`config.mk`:
```
export PLATFORM = sky130hd
export DESIGN_NAME = risc_mem_arbiter_flat
export DESIGN_NICKNAME = d
export VERILOG_FILES = /design/src/rtl/risc_pkg.sv /design/src/rtl/risc_mem_arbiter_if.sv /design/src/rtl/risc_rr_pick2.sv /design/src/rtl/risc_mem_arbiter.sv /design/src/flat_wrapper.sv
export SDC_FILE = /design/constraint.sdc
export NUM_CORES = 1
export LEC_CHECK = 0
export BUFFER_PORTS_ARGS = -buffer_cell sky130_fd_sc_hd__buf_2
export CAP_MARGIN = 10
export CORE_AREA = 2 2 81 83
export CTS_CLUSTER_DIAMETER = 50
export DETAILED_ROUTE_END_ITERATION = 8
export DIE_AREA = 0 0 83 85
export SLEW_MARGIN = 20
export SYNTH_ARGS = -nofsm -noshare
export SYNTH_HDL_FRONTEND = slang
export SYNTH_SLANG_ARGS = --single-unit
```
`constraint.sdc`:
```
create_clock -name clk -period 1.7 [get_ports clk]
set_input_delay 0.17 -clock clk [delete_from_list [all_inputs] [get_ports clk]]
set_output_delay 0.17 -clock clk [all_outputs]
set_load 0.005 [all_outputs]
```
`src/rtl/risc_pkg.sv`:
```
// rtl/risc_pkg.sv - shared types and widths for the RiSC memory arbiter
// Purpose: read-return owner encoding and default bus widths.
// Ports: none (package).
package risc_pkg;

  localparam int RISC_AW = 16;
  localparam int RISC_DW = 16;

  typedef enum logic [1:0] {
    OWN_NONE = 2'd0,
    OWN_IF   = 2'd1,
    OWN_D    = 2'd2,
    OWN_LD   = 2'd3
  } owner_t;

endpackage

```
`src/rtl/risc_mem_arbiter_if.sv`:
```
// rtl/risc_mem_arbiter_if.sv - one requester port of the RiSC memory arbiter
// Purpose: groups the request/grant/read-return signals of one requester.
// Ports (master = requester side, slave = arbiter side):
//   req, we, addr, wdata : requester -> arbiter, held until gnt
//   gnt                  : arbiter -> requester, same-cycle accept
//   rdata, rvalid        : arbiter -> requester, read data one cycle after grant
interface risc_mem_arbiter_if
  import risc_pkg::*;
#(
  parameter int AW = RISC_AW,
  parameter int DW = RISC_DW
);

  logic          req;
  logic          we;
  logic [AW-1:0] addr;
  logic [DW-1:0] wdata;
  logic          gnt;
  logic [DW-1:0] rdata;
  logic          rvalid;

  modport master (output req, we, addr, wdata, input gnt, rdata, rvalid);
  modport slave  (input req, we, addr, wdata, output gnt, rdata, rvalid);

endinterface

```
`src/rtl/risc_rr_pick2.sv`:
```
// rtl/risc_rr_pick2.sv - two-way round-robin pick for fetch and data ports
// Purpose: chooses between two requesters using a single favour bit.
// Ports:
//   req_a, req_b : requests (a = fetch, b = data)
//   rr           : 0 favours a, 1 favours b
//   inhibit      : suppresses both grants (loader owns the cycle, or reset)
//   gnt          : one-hot grant, bit 0 = a, bit 1 = b
//   rr_next      : favour bit for the next cycle
module risc_rr_pick2 (
  input  logic       req_a,
  input  logic       req_b,
  input  logic       rr,
  input  logic       inhibit,
  output logic [1:0] gnt,
  output logic       rr_next
);

  always_comb begin
    gnt = 2'b00;
    if (!inhibit) begin
      // a wins when alone or when it is favoured; otherwise b if it asks
      if (req_a && (!req_b || !rr)) begin
        gnt = 2'b01;
      end else if (req_b) begin
        gnt = 2'b10;
      end
    end
  end

  // The port just served loses favour; idle and loader cycles keep it.
  always_comb begin
    rr_next = rr;
    if (gnt[0]) begin
      rr_next = 1'b1;
    end else if (gnt[1]) begin
      rr_next = 1'b0;
    end
  end

endmodule

```
`src/rtl/risc_mem_arbiter.sv`:
```
// rtl/risc_mem_arbiter.sv - shares the RiSC single-port memory between fetch, data and loader
// Purpose: one memory operation per cycle; loader has priority but is limited to
//   LD_BURST consecutive grants while fetch or data is waiting; fetch and data
//   share remaining cycles round-robin. Read data returns one cycle after grant.
// Ports:
//   clk, rst_n        : clock, synchronous active-low reset
//   if_bus            : instruction fetch requester
//   d_bus             : load/store data requester
//   ld_bus            : loader/debug requester
//   mem_en, mem_we    : memory access strobe and write enable
//   mem_addr, mem_wdata : memory address and write data (0 when idle)
//   mem_rdata         : memory read data, valid the cycle after a read
module risc_mem_arbiter
  import risc_pkg::*;
#(
  parameter int AW       = RISC_AW,
  parameter int DW       = RISC_DW,
  parameter int LD_BURST = 4
) (
  input  logic                 clk,
  input  logic                 rst_n,
  risc_mem_arbiter_if.slave    if_bus,
  risc_mem_arbiter_if.slave    d_bus,
  risc_mem_arbiter_if.slave    ld_bus,
  output logic                 mem_en,
  output logic                 mem_we,
  output logic [AW-1:0]        mem_addr,
  output logic [DW-1:0]        mem_wdata,
  input  logic [DW-1:0]        mem_rdata
);

  localparam int RW = $clog2(LD_BURST + 1);

  logic [RW-1:0] ld_run;
  logic          rr;
  owner_t        owner;

  logic          ld_block;
  logic          ld_gnt;
  logic [1:0]    pick;
  logic          rr_next;

  // Loader yields only once it has used its full burst and someone else waits.
  assign ld_block = (ld_run == RW'(LD_BURST)) && (if_bus.req || d_bus.req);
  assign ld_gnt   = rst_n && ld_bus.req && !ld_block;

  risc_rr_pick2 u_pick (
    .req_a   (if_bus.req),
    .req_b   (d_bus.req),
    .rr      (rr),
    .inhibit (ld_gnt || !rst_n),
    .gnt     (pick),
    .rr_next (rr_next)
  );

  assign if_bus.gnt = pick[0];
  assign d_bus.gnt  = pick[1];
  assign ld_bus.gnt = ld_gnt;

  assign mem_en = ld_gnt || pick[0] || pick[1];

  always_comb begin
    mem_we    = 1'b0;
    mem_addr  = '0;
    mem_wdata = '0;
    if (ld_gnt) begin
      mem_we    = ld_bus.we;
      mem_addr  = ld_bus.addr;
      mem_wdata = ld_bus.wdata;
    end else if (pick[0]) begin
      mem_we    = if_bus.we;
      mem_addr  = if_bus.addr;
      mem_wdata = if_bus.wdata;
    end else if (pick[1]) begin
      mem_we    = d_bus.we;
      mem_addr  = d_bus.addr;
      mem_wdata = d_bus.wdata;
    end
  end

  always_ff @(posedge clk) begin
    if (!rst_n) begin
      ld_run <= '0;
      rr     <= 1'b0;
      owner  <= OWN_NONE;
    end else begin
      if (ld_gnt) begin
        if (ld_run != RW'(LD_BURST)) begin
          ld_run <= ld_run + 1'b1;
        end
      end else begin
        ld_run <= '0;
      end

      rr <= rr_next;

      if (ld_gnt && !ld_bus.we) begin
        owner <= OWN_LD;
      end else if (pick[0] && !if_bus.we) begin
        owner <= OWN_IF;
      end else if (pick[1] && !d_bus.we) begin
        owner <= OWN_D;
      end else begin
        owner <= OWN_NONE;
      end
    end
  end

  // Gating with rst_n drops the return of a read granted just before reset.
  logic if_rv, d_rv, ld_rv;
  assign if_rv = rst_n && (owner == OWN_IF);
  assign d_rv  = rst_n && (owner == OWN_D);
  assign ld_rv = rst_n && (owner == OWN_LD);

  assign if_bus.rvalid = if_rv;
  assign d_bus.rvalid  = d_rv;
  assign ld_bus.rvalid = ld_rv;
  assign if_bus.rdata  = if_rv ? mem_rdata : '0;
  assign d_bus.rdata   = d_rv  ? mem_rdata : '0;
  assign ld_bus.rdata  = ld_rv ? mem_rdata : '0;

endmodule
```
`src/flat_wrapper.sv`:
```
// flat-port wrapper written by rule: the top's interface ports become plain ports
module risc_mem_arbiter_flat import risc_pkg::*;
#(
  parameter int AW       = RISC_AW,
  parameter int DW       = RISC_DW,
  parameter int LD_BURST = 4
)
  (clk, rst_n, mem_en, mem_we, mem_addr, mem_wdata, mem_rdata, if_bus_req, if_bus_we, if_bus_addr, if_bus_wdata, if_bus_gnt, if_bus_rdata, if_bus_rvalid, d_bus_req, d_bus_we, d_bus_addr, d_bus_wdata, d_bus_gnt, d_bus_rdata, d_bus_rvalid, ld_bus_req, ld_bus_we, ld_bus_addr, ld_bus_wdata, ld_bus_gnt, ld_bus_rdata, ld_bus_rvalid);
  risc_mem_arbiter_if #(.AW(AW), .DW(DW)) if_bus_i ();
  risc_mem_arbiter_if #(.AW(AW), .DW(DW)) d_bus_i ();
  risc_mem_arbiter_if #(.AW(AW), .DW(DW)) ld_bus_i ();
  input  logic clk;
  input  logic rst_n;
  output logic mem_en;
  output logic mem_we;
  output logic [AW-1:0] mem_addr;
  output logic [DW-1:0] mem_wdata;
  input  logic [DW-1:0] mem_rdata;
  input wire logic [$bits(if_bus_i.req)-1:0] if_bus_req;
  input wire logic [$bits(if_bus_i.we)-1:0] if_bus_we;
  input wire logic [$bits(if_bus_i.addr)-1:0] if_bus_addr;
  input wire logic [$bits(if_bus_i.wdata)-1:0] if_bus_wdata;
  output wire logic [$bits(if_bus_i.gnt)-1:0] if_bus_gnt;
  output wire logic [$bits(if_bus_i.rdata)-1:0] if_bus_rdata;
  output wire logic [$bits(if_bus_i.rvalid)-1:0] if_bus_rvalid;
  input wire logic [$bits(d_bus_i.req)-1:0] d_bus_req;
  input wire logic [$bits(d_bus_i.we)-1:0] d_bus_we;
  input wire logic [$bits(d_bus_i.addr)-1:0] d_bus_addr;
  input wire logic [$bits(d_bus_i.wdata)-1:0] d_bus_wdata;
  output wire logic [$bits(d_bus_i.gnt)-1:0] d_bus_gnt;
  output wire logic [$bits(d_bus_i.rdata)-1:0] d_bus_rdata;
  output wire logic [$bits(d_bus_i.rvalid)-1:0] d_bus_rvalid;
  input wire logic [$bits(ld_bus_i.req)-1:0] ld_bus_req;
  input wire logic [$bits(ld_bus_i.we)-1:0] ld_bus_we;
  input wire logic [$bits(ld_bus_i.addr)-1:0] ld_bus_addr;
  input wire logic [$bits(ld_bus_i.wdata)-1:0] ld_bus_wdata;
  output wire logic [$bits(ld_bus_i.gnt)-1:0] ld_bus_gnt;
  output wire logic [$bits(ld_bus_i.rdata)-1:0] ld_bus_rdata;
  output wire logic [$bits(ld_bus_i.rvalid)-1:0] ld_bus_rvalid;
  assign if_bus_i.req = if_bus_req;
  assign if_bus_i.we = if_bus_we;
  assign if_bus_i.addr = if_bus_addr;
  assign if_bus_i.wdata = if_bus_wdata;
  assign if_bus_gnt = if_bus_i.gnt;
  assign if_bus_rdata = if_bus_i.rdata;
  assign if_bus_rvalid = if_bus_i.rvalid;
  assign d_bus_i.req = d_bus_req;
  assign d_bus_i.we = d_bus_we;
  assign d_bus_i.addr = d_bus_addr;
  assign d_bus_i.wdata = d_bus_wdata;
  assign d_bus_gnt = d_bus_i.gnt;
  assign d_bus_rdata = d_bus_i.rdata;
  assign d_bus_rvalid = d_bus_i.rvalid;
  assign ld_bus_i.req = ld_bus_req;
  assign ld_bus_i.we = ld_bus_we;
  assign ld_bus_i.addr = ld_bus_addr;
  assign ld_bus_i.wdata = ld_bus_wdata;
  assign ld_bus_gnt = ld_bus_i.gnt;
  assign ld_bus_rdata = ld_bus_i.rdata;
  assign ld_bus_rvalid = ld_bus_i.rvalid;
  risc_mem_arbiter #(.AW(AW), .DW(DW), .LD_BURST(LD_BURST)) u_core (.clk(clk), .rst_n(rst_n), .if_bus(if_bus_i), .d_bus(d_bus_i), .ld_bus(ld_bus_i), .mem_en(mem_en), .mem_we(mem_we), .mem_addr(mem_addr), .mem_wdata(mem_wdata), .mem_rdata(mem_rdata));
endmodule
```
==> results.json <==
{
  "hold_violations": 0,
  "clkSinkCount": 6,
  "grt_pass1_wl_mm": 9.49,
  "finalNonFillerCells": 465,
  "drive_above_1_share": 0.662,
  "period_needed_ps": 1910,
  "die_w_um": 83,
  "cap_violations": 0,
  "post-place-ws_ps": -115,
  "min_from": "ld_bus_we",
  "cp.required_ps": 1530,
  "grt_max_degree": 25,
  "drt_wl_total_mm": 6.12,
  "row_count": 29,
  "core_area_mm2": 0.00620,
  "drc_errors": 0,
  "r2r_end": "u_core.ld_run[1]$_SDFFE_PN0N_",
  "grt_usage": 0.160,
  "yosys.area_share.simple": 0.488,
  "power.density_mw_per_mm2": 308,
  "max_freq_ghz": 0.525,
  "yosysMostFrequentCell": "and2_1",
  "gp_congestion": 0.766,
  "synth_edf_count": 0,
  "io_pins": 208,
  "dp_cells": 459,
  "cp_slowest_cell": "a221o_2",
  "power_frac_comb": 0.573,
  "antenna_left": 0,
  "failed_checks": "negative setup slack",
  "synth_top_family_by_area": "simple AND/OR/NAND/NOR gates",
  "crit_cells": 7,
  "cp-end-kind": "output port",
  "power_frac_seq": 0.181,
  "setup.worst_path.class": "reg -> out",
  "grt_pass1_vias": 1990,
  "yosysWarnings": 0,
  "ir_drop_mv": 0.191,
  "hpwlAfterDp_mm": 5.07,
  "worstHoldPathType": "in -> reg",
  "yosys.area.top_type": "and2_1",
  "synth_top_area_frac": 0.218,
  "outcome": "finished, violations left",
  "cp_slowest_stage_delay_ps": 390,
  "crit_path_start": "u_core.ld_run[1]$_SDFFE_PN0N_",
  "async_flop_share": 0,
  "ys_top_cells_by_count": "and2_1 (49), nor3b_1 (32), a221o_1 (29)",
  "initial_core_util": 0.227,
  "cts_buffers": 3,
  "netlist_area_mm2": 0.00141,
  "clockBufferDepth": 2,
  "cts_max_level": 1,
  "cpLargestDelayFamily": "compound AO/OA/AOI/OAI gates",
  "utilization": 0.445,
  "synthDistinctLibCells": 31,
  "crit_buf_inv": 3,
  "synth.area.mux_share": 0,
  "startpoint_type": "flop",
  "path_max_fanout": 21,
  "setup_ws_ps": -205,
  "r2r_cells": 9,
  "root_buffer": "clkbuf_8",
  "drtPass1Iterations": 4,
  "fin_skew_ps": 1.92,
  "p_int_w": 0.000591,
  "synth-seq-area-share": 0.0854,
  "rrSetupSlack_ps": 90,
  "clkTransAtPathRegs_ps": 40,
  "synth_flop_cell": "dfxtp_1",
  "rsz0062_at_grt": "true",
  "crit_path_end": "mem_addr[15]",
  "synthXorXnorAreaFrac": 0.00623,
  "drt-vias-per-instance": 4.69,
  "nNetsFinal": 512,
  "antenna_cells": 0,
  "p_leak_nw": 1.56,
  "slew_headroom": 0.717,
  "synth_fa_ha_area_frac": 0.0178,
  "wire_per_inst_um": 13.2,
  "area_delta_synth_final_pct": 96.3,
  "period_share": 1.12,
  "numPortBuffers": 207,
  "final-max-slew-violation-count": 0,
  "clock_latency_ps": 220,
  "dieArea_mm2": 0.00706,
  "synth-seq-cells": 6,
  "die_h_um": 85,
  "cts_tree": "done",
  "grt-ovfl-total": 0,
  "cp_cell_sequence": "inv_2 > ha_4 > a21boi_4 > nor3_4 > buf_12 > a221o_2 > buf_2",
  "synth_cells": 178,
  "vias": 2183,
  "finalSetupViolCount": 34,
  "synth_area_leaders": "and2_1 (22%), a221o_1 (21%), nor3b_1 (17%)",
  "p_switching_w": 0.000259,
  "switching_share": 0.305,
  "p_clk_frac": 0.246,
  "worst_pin_slew_ps": 424,
  "syn_nets": 300,
  "cp.arrival_ps": 1740,
  "reg2reg_from": "u_core.ld_run[1]$_SDFFE_PN0N_",
  "synth_compound_area_frac": 0.294,
  "dr.first_iter.drc_count": 48,
  "syn_area_per_cell_um2": 7.90,
  "antenna_found_initial": 0
}
-- cell usage in the layout, fill, tap and decap left out, types with 2 or more instances in the layout --
| cell | n |
|---|---|
| a221o_1 | 29 |
| a221o_2 | 3 |
| and2_1 | 49 |
| buf_12 | 5 |
| buf_2 | 205 |
| buf_4 | 9 |
| buf_6 | 7 |
| clkbuf_8 | 3 |
| dfxtp_1 | 4 |
| dfxtp_2 | 2 |
| inv_1 | 2 |
| inv_2 | 3 |
| nand2_1 | 9 |
| nor2_1 | 5 |
| nor3b_1 | 22 |
| nor3b_2 | 10 |
| o2bb2ai_1 | 2 |
-- area by class of cell --
class	instances	area (um^2)
repair buffers	226	1270
clock buffers	3	41.3
multi-input cells	148	1210
inverters	5	18.8
flip-flops and latches	6	123
fillers	648	3440
well taps	77	96.3
-- per-layer routing --
layer | vias to the layer above | global-route usage | routed length, um
li1 | 1088 | - | -
met1 | 943 | 0.169 | 2190
met2 | 140 | 0.312 | 3160
met3 | 12 | 0.0379 | 611
met4 | 0 | 0.0462 | 159
met5 | - | 0 | 0
-- logic make-up (layout without fill, tap and decap cells) --
group	after synthesis	in the layout
AO/OA/AOI/OAI	41	41
XOR/XNOR	1	1
adder cells (fa/ha/maj)	2	2
buffers and inverters	24	234
flip-flops	6	6
AND/OR/NAND/NOR	104	104
-- metrics by stage --
step	setup TNS (ps)	hold slack [ps]	cell area (um^2)	total power, W
finish	-4950	155	2760	0.000850
global route	-7270	174	2760	0.000915
floorplan	0	258	1410	0.000348
CTS	-5020	160	2710	0.000850
detailed placement	-2180	393	2590	0.000615
global placement	-1830	389	2590	0.000612
-- flip-flops by register name, summed over array words and instances (netlist names) --
signal,count
u_core.ld_run,3
u_core.rr,1
u_core.owner,2
-- repair_timing --
item / CTS / global route
hold buffers: 0 / 0
buffers inserted: 2 / 0
resized for setup: 15 / 13
hold endpoints to repair: 0 / 0
setup endpoints to repair: 35 / 35
cloned: 1 / 0
pin swaps: 9 / 1
-- worst min-delay path by stage --
stage          cells after the start  slack [ps]                         end
2_1_floorplan                      1         260  u_core.owner[0]$_SDFF_PN0_
3_3_place_gp                       2         390  u_core.owner[0]$_SDFF_PN0_
3_5_place_dp                       2         390  u_core.owner[1]$_SDFF_PN0_
4_1_cts                            2         160  u_core.owner[1]$_SDFF_PN0_
5_1_grt                            2         170  u_core.owner[0]$_SDFF_PN0_
6_report                           2         160  u_core.owner[0]$_SDFF_PN0_
-- power by group through the flow --
| stage | registers (W) | clock network [W] | logic, W |
|---|---|---|---|
| 6_report | 0.000154 | 0.000209 | 0.000487 |
| 5_1_grt | 0.000155 | 0.000227 | 0.000533 |
| 4_1_cts | 0.000154 | 0.000215 | 0.000480 |
| 3_5_place_dp | 0.000155 | 0 | 0.000460 |
| 3_3_place_gp | 0.000155 | 0 | 0.000457 |
| 2_1_floorplan | 0.000155 | 0 | 0.000193 |
Note: power is estimated with default switching activity, not from simulation.
